### src/rtl/elevator_scan_controller.sv
// rtl/elevator_scan_controller.sv - SCAN elevator controller with latched calls and door dwell
// Optional emergency stop (estop input, HALT state) is built when ESTOP_EN is defined.
module elevator_scan_controller #(
    parameter int NUM_FLOORS  = 10,
    parameter int FLOOR_W     = 4,
    parameter int CNT_W       = 32,
    parameter int FLOOR_TICKS = 10000000,
    parameter int DOOR_TICKS  = 20000000
) (
    input  logic                  clk,
    input  logic                  rst_n,
`ifdef ESTOP_EN
    input  logic                  estop,
`endif
    input  logic                  call_valid,
    input  logic [FLOOR_W-1:0]    call_floor,
    output logic [FLOOR_W-1:0]    current_floor,
    output logic [NUM_FLOORS-1:0] pending,
    output logic                  moving,
    output logic                  dir_up,
    output logic                  door_open,
    output logic                  idle
);

    typedef enum logic [2:0] {
        S_IDLE      = 3'd0,
        S_MOVE_UP   = 3'd1,
        S_MOVE_DOWN = 3'd2,
        S_DOOR      = 3'd3
`ifdef ESTOP_EN
        , S_HALT    = 3'd4
`endif
    } state_t;

    localparam logic [CNT_W-1:0]   FLOOR_LAST  = CNT_W'(FLOOR_TICKS - 1);
    localparam logic [CNT_W-1:0]   DOOR_LAST   = CNT_W'(DOOR_TICKS - 1);
    localparam logic [FLOOR_W:0]   FLOOR_LIMIT = (FLOOR_W + 1)'(NUM_FLOORS);

    state_t                  state_q, state_d;
    logic [FLOOR_W-1:0]      floor_q, floor_d;
    logic [NUM_FLOORS-1:0]   pending_q, pending_d;
    logic [CNT_W-1:0]        timer_q, timer_d;
    logic                    dir_q, dir_d;

    logic [NUM_FLOORS-1:0]   clr_mask;
    logic [NUM_FLOORS-1:0]   set_mask;
    logic [FLOOR_W-1:0]      next_floor;
    logic [FLOOR_W-1:0]      eval_floor;
    logic                    call_ok;
    logic                    arrive_hit;
    logic                    above, below, ahead, behind;
    state_t                  scan_state;
    logic                    scan_dir;

    function automatic logic calls_above(input logic [FLOOR_W-1:0] f,
                                         input logic [NUM_FLOORS-1:0] p);
        logic r;
        r = 1'b0;
        for (int i = 0; i < NUM_FLOORS; i++)
            if (FLOOR_W'(i) > f) r = r | p[i];
        return r;
    endfunction

    function automatic logic calls_below(input logic [FLOOR_W-1:0] f,
                                         input logic [NUM_FLOORS-1:0] p);
        logic r;
        r = 1'b0;
        for (int i = 0; i < NUM_FLOORS; i++)
            if (FLOOR_W'(i) < f) r = r | p[i];
        return r;
    endfunction

    function automatic logic [NUM_FLOORS-1:0] floor_bit(input logic [FLOOR_W-1:0] f);
        logic [NUM_FLOORS-1:0] r;
        r = '0;
        for (int i = 0; i < NUM_FLOORS; i++)
            if (FLOOR_W'(i) == f) r[i] = 1'b1;
        return r;
    endfunction

    always_comb begin
        state_d    = state_q;
        floor_d    = floor_q;
        dir_d      = dir_q;
        timer_d    = timer_q + 1'b1;
        clr_mask   = '0;
        set_mask   = '0;
        call_ok    = call_valid && ({1'b0, call_floor} < FLOOR_LIMIT);
        next_floor = (state_q == S_MOVE_DOWN) ? floor_q - 1'b1 : floor_q + 1'b1;
        arrive_hit = (|(pending_q & floor_bit(next_floor))) ||
                     (call_ok && call_floor == next_floor);

        // One SCAN evaluation per cycle: at the arriving floor while moving, else here.
        eval_floor = (state_q == S_MOVE_UP || state_q == S_MOVE_DOWN) ? next_floor : floor_q;
        above      = calls_above(eval_floor, pending_q);
        below      = calls_below(eval_floor, pending_q);
        ahead      = dir_q ? above : below;
        behind     = dir_q ? below : above;
        scan_state = S_IDLE;
        scan_dir   = dir_q;
        if (ahead) begin
            scan_state = dir_q ? S_MOVE_UP : S_MOVE_DOWN;
        end else if (behind) begin
            scan_state = dir_q ? S_MOVE_DOWN : S_MOVE_UP;
            scan_dir   = ~dir_q;
        end

        case (state_q)
            S_IDLE: begin
                timer_d = '0;
                if (|(pending_q & floor_bit(floor_q))) begin
                    state_d  = S_DOOR;
                    clr_mask = floor_bit(floor_q);
                end else begin
                    state_d = scan_state;
                    dir_d   = scan_dir;
                end
            end
            S_MOVE_UP, S_MOVE_DOWN: begin
                if (timer_q == FLOOR_LAST) begin
                    floor_d = next_floor;
                    timer_d = '0;
                    if (arrive_hit) begin
                        state_d  = S_DOOR;
                        clr_mask = floor_bit(next_floor);
                    end else begin
                        state_d = scan_state;
                        dir_d   = scan_dir;
                    end
                end
            end
            S_DOOR: begin
                if (call_ok && call_floor == floor_q) begin
                    timer_d = '0;
                end else if (timer_q == DOOR_LAST) begin
                    state_d = scan_state;
                    dir_d   = scan_dir;
                    timer_d = '0;
                end
            end
`ifdef ESTOP_EN
            S_HALT: begin
                state_d = S_IDLE;
                timer_d = '0;
            end
`endif
            default: begin
                state_d = S_IDLE;
                timer_d = '0;
            end
        endcase

`ifdef ESTOP_EN
        if (estop) begin
            state_d  = S_HALT;
            floor_d  = floor_q;
            dir_d    = dir_q;
            timer_d  = timer_q;
            clr_mask = '0;
        end
`endif

        // A call for the floor whose door is (or stays) open is absorbed, not latched.
        for (int i = 0; i < NUM_FLOORS; i++)
            if (call_ok && call_floor == FLOOR_W'(i) &&
                !(state_d == S_DOOR && floor_d == FLOOR_W'(i)))
                set_mask[i] = 1'b1;
        pending_d = (pending_q & ~clr_mask) | set_mask;
    end

    always_ff @(posedge clk or negedge rst_n) begin
        if (!rst_n) begin
            state_q   <= S_IDLE;
            floor_q   <= '0;
            pending_q <= '0;
            timer_q   <= '0;
            dir_q     <= 1'b1;
        end else begin
            state_q   <= state_d;
            floor_q   <= floor_d;
            pending_q <= pending_d;
            timer_q   <= timer_d;
            dir_q     <= dir_d;
        end
    end

    assign current_floor = floor_q;
    assign pending       = pending_q;
    assign moving        = (state_q == S_MOVE_UP) || (state_q == S_MOVE_DOWN);
    assign dir_up        = dir_q;
    assign door_open     = (state_q == S_DOOR);
    assign idle          = (state_q == S_IDLE);

endmodule
### config.mk
export PLATFORM = sky130hd
export DESIGN_NAME = elevator_scan_controller
export DESIGN_NICKNAME = d
export VERILOG_FILES = /design/src/rtl/elevator_scan_controller.sv
export SDC_FILE = /design/constraint.sdc
export NUM_CORES = 1
export LEC_CHECK = 0
export ABC_AREA = 1
export CAP_MARGIN = 20
export CORE_ASPECT_RATIO = 1.75
export CORE_MARGIN = 10
export CORE_UTILIZATION = 45
export CTS_CLUSTER_SIZE = 28
export DETAILED_ROUTE_END_ITERATION = 10
export DONT_BUFFER_PORTS = 1
export PLACE_DENSITY = 0.66
export SYNTH_ARGS = -nofsm -noshare
export SYNTH_HDL_FRONTEND = slang
export SYNTH_SLANG_ARGS = --single-unit
### constraint.sdc
create_clock -name clk -period 2.93 [get_ports clk]
set_input_delay 0.1465 -clock clk [delete_from_list [all_inputs] [get_ports clk]]
set_output_delay 0.1465 -clock clk [all_outputs]
set_load 0.02 [all_outputs]
==> reports/metrics.csv <==
metric,value,unit
status,"complete, no violations",
clock power share,0.290,
Vias,4091,
skew final,8.32,ps
maximum root-to-sink buffer count,2,
#FFs+latches synth,50,
worst-skew pair later-pin latency,290,ps
RSZ-0062 raised after global routing,no,
Peak supply drop,0.000503,V
initial DRC count,242,
vias in the first global route,4223,
multi-input logic area,2380,um2
setup TNS,0,ps
"EDFF count, synth",0,
WL final,13.5,mm
largest net degree at the start of global routing,51,
Die X-Extent,91.0,um
Vias/cell,5.43,
Syn Inst Count,614,
CTS tree,done,
n_diodes,0,
post-DR wirelength/cell,17.9,um
Die H,144,um
filler-free cell count of the finished design,754,
Post-Syn Area per Cell,6.47,um2
H-tree Lvls,2,
ys flop type,dfrtp_1,
Worst Hold Slack,117,ps
fin nets,649,
Synth top area share,0.309,
GRT Total Usage,0.208,
Tcrit/Tclk final,0.911,
Hold Crit Class,in -> reg,
Internal Power,1.58,mW
Synth area leader,dfrtp_1,
switch share,0.407,
r2r worst-path depth,15,
worst-path fanout max,8,
fillers,900,
share of cells above drive strength 1,0.118,
Final setup viols,0,
Hold Fails Final Rpt,0,
area delta synth->final,13.7,%
syn_nets,627,
mapped cell area,3970,um2
die area,13100,um2
Max Slew Vio Count,0,
"Arr. time, crit path",2850,ps
Synth warnings,0,
Yosys cell types,36,
Setup crit start kind,flop,
CTS buffer count,5,
TritonRoute pass-1 iters,5,
total leakage power,2.08,nW
clock sinks,50,
Top Ports,25,
core box area,8670,um2
Placed Cells,744,
top achievable clock speed,374,MHz
Pwr per Cell Area,588,nW/um2
post-DP HPWL,10.7,mm
first-pass GRT wire length,21.5,mm
sw power,1.08,mW
row count,45,
Final ANT Viol Nets,0,
Clk Tree Root Cell,clkbuf_16,
GPL Wtd Cong,0.977,
Seq pwr share,0.340,
GRT Residual Overflow,0,
input/output buffers,0,
asr flop ratio synth,1.00,
Commonest cells post-synth,"163 x nand2_1, 102 x nor2_1, 78 x inv_1, 62 x nand3_1, 49 x dfrtp_1",
Hold Crit Depth,4,
Clock transition at path regs,70,ps
Crit. End Element,flop,
post-synthesis sequential area ratio,0.315,
antenna violations before repair,0,
Sequential Area,1250,um2
CP Data Required Time,3110,ps
Initial Util,0.458,
cell with the most instances after synthesis,nand2_1,
Max-Cap Viols,0,
Rel. slew slack,0.535,
kind of critical path,reg -> reg,
Comb pwr share,0.370,
crit path time final,2670,ps
Worst Max-Slew Pin Slew,693,ps
top post-synthesis cells by area,"dfrtp_1 31%, nand2_1 15%, nor2_1 9.6%",
# DRC,0,
## cell type report
class	count	area share
tap	117	0.0324
sequential	50	0.277
clock buffer	6	0.0308
clock inverter	2	0.0133
timing repair buffer	24	0.0477
inverter	85	0.0707
multi-input combinational	470	0.528
## cells in the final DEF, fill, tap and decap left out, types with 2 or more instances in the layout
master and instances:
inv_2 6, xor2_1 22, nor4_1 8, nor3_2 4, nand4_1 31, nor2_2 10
o21ai_0 9, nand2_1 161, xnor2_1 4, nand2_2 11, buf_4 21, nor3_1 13
dfrtp_1 49, clkbuf_16 5, o21ai_1 2, nand3_2 5, ha_1 6, a22o_1 4
bufinv_16 2, inv_1 78, a21oi_1 5, nor2_1 101, nand3_1 62
## worst max-delay path, cell delays in order, from the launching register on
cell	delay [ps]
dfrtp_1	370
ha_1	210
nand4_1	200
nor2_2	180
inv_2	80
nor3_2	290
nand2_2	200
nand2_1	90
o21ai_0	90
buf_4	160
inv_1	60
nand2_1	120
nor2_1	280
nand3_1	110
nand2_1	70
nand2_1	40
## logic make-up (layout without fill, tap and decap cells)
logic type,after synthesis,in the layout,synth area share
xor+xnor,26,26,0.0573
compound gates,24,24,0.0378
flops,50,50,0.315
buf+inv,94,117,0.0920
simple gates,413,413,0.478
other cells,1,1,0.000944
fa+ha+maj,6,6,0.0189
## worst paths after layout
kind / start / to / slack (ps)
hold reg to reg: timer_q[0] / timer_q[0] / 460
max in group asynchronous: rst_n / dir_up / 2290
min in group asynchronous: rst_n / timer_q[29] / 370
setup / recovery: timer_q[0] / pending[7] / 260
hold / removal: call_floor[1] / pending[2] / 120
setup reg to reg: timer_q[0] / pending[7] / 260
## flip-flops by register name (all words and copies together), names as in the netlist
register       count
current_floor      4
dir_up             1
pending           10
state_q            3
timer_q           32
## metal layers
layer	global-route usage	wire length, um	part of all wire
met2	0.407	7510	0.56
met4	0.157	1040	0.077
met3	0.0384	675	0.050
met1	0.180	4240	0.31
met5	0	0	0
## what timing repair did
action                                  in CTS  in global routing
endpoints found under the setup margin       0                 11
hold endpoints to repair                    50                  0
hold buffers                                 2                  0
buffers inserted                             0                  0
resized for setup                            0                  7
## through the flow
step	worst slack (ps)	area (um2)	power (mW)	utilization
2_1_floorplan	272	3970	1.54	-
3_3_place_gp	118	4250	1.84	0.490
3_5_place_dp	137	4250	1.85	0.490
4_1_cts	82.1	4490	2.64	0.517
5_1_grt	16.3	4520	2.80	0.521
6_report	260	4520	2.65	0.521
## power by group through the flow
stage | sequential [mW] | combinational [mW] | clock [mW]
floorplan | 0.900 | 0.638 | 0
global placement | 0.907 | 0.935 | 0
detailed placement | 0.912 | 0.939 | 0
CTS | 0.898 | 0.963 | 0.782
global route | 0.910 | 1.09 | 0.802
finish | 0.902 | 0.983 | 0.769
Note: power is estimated with default switching activity, not from simulation.
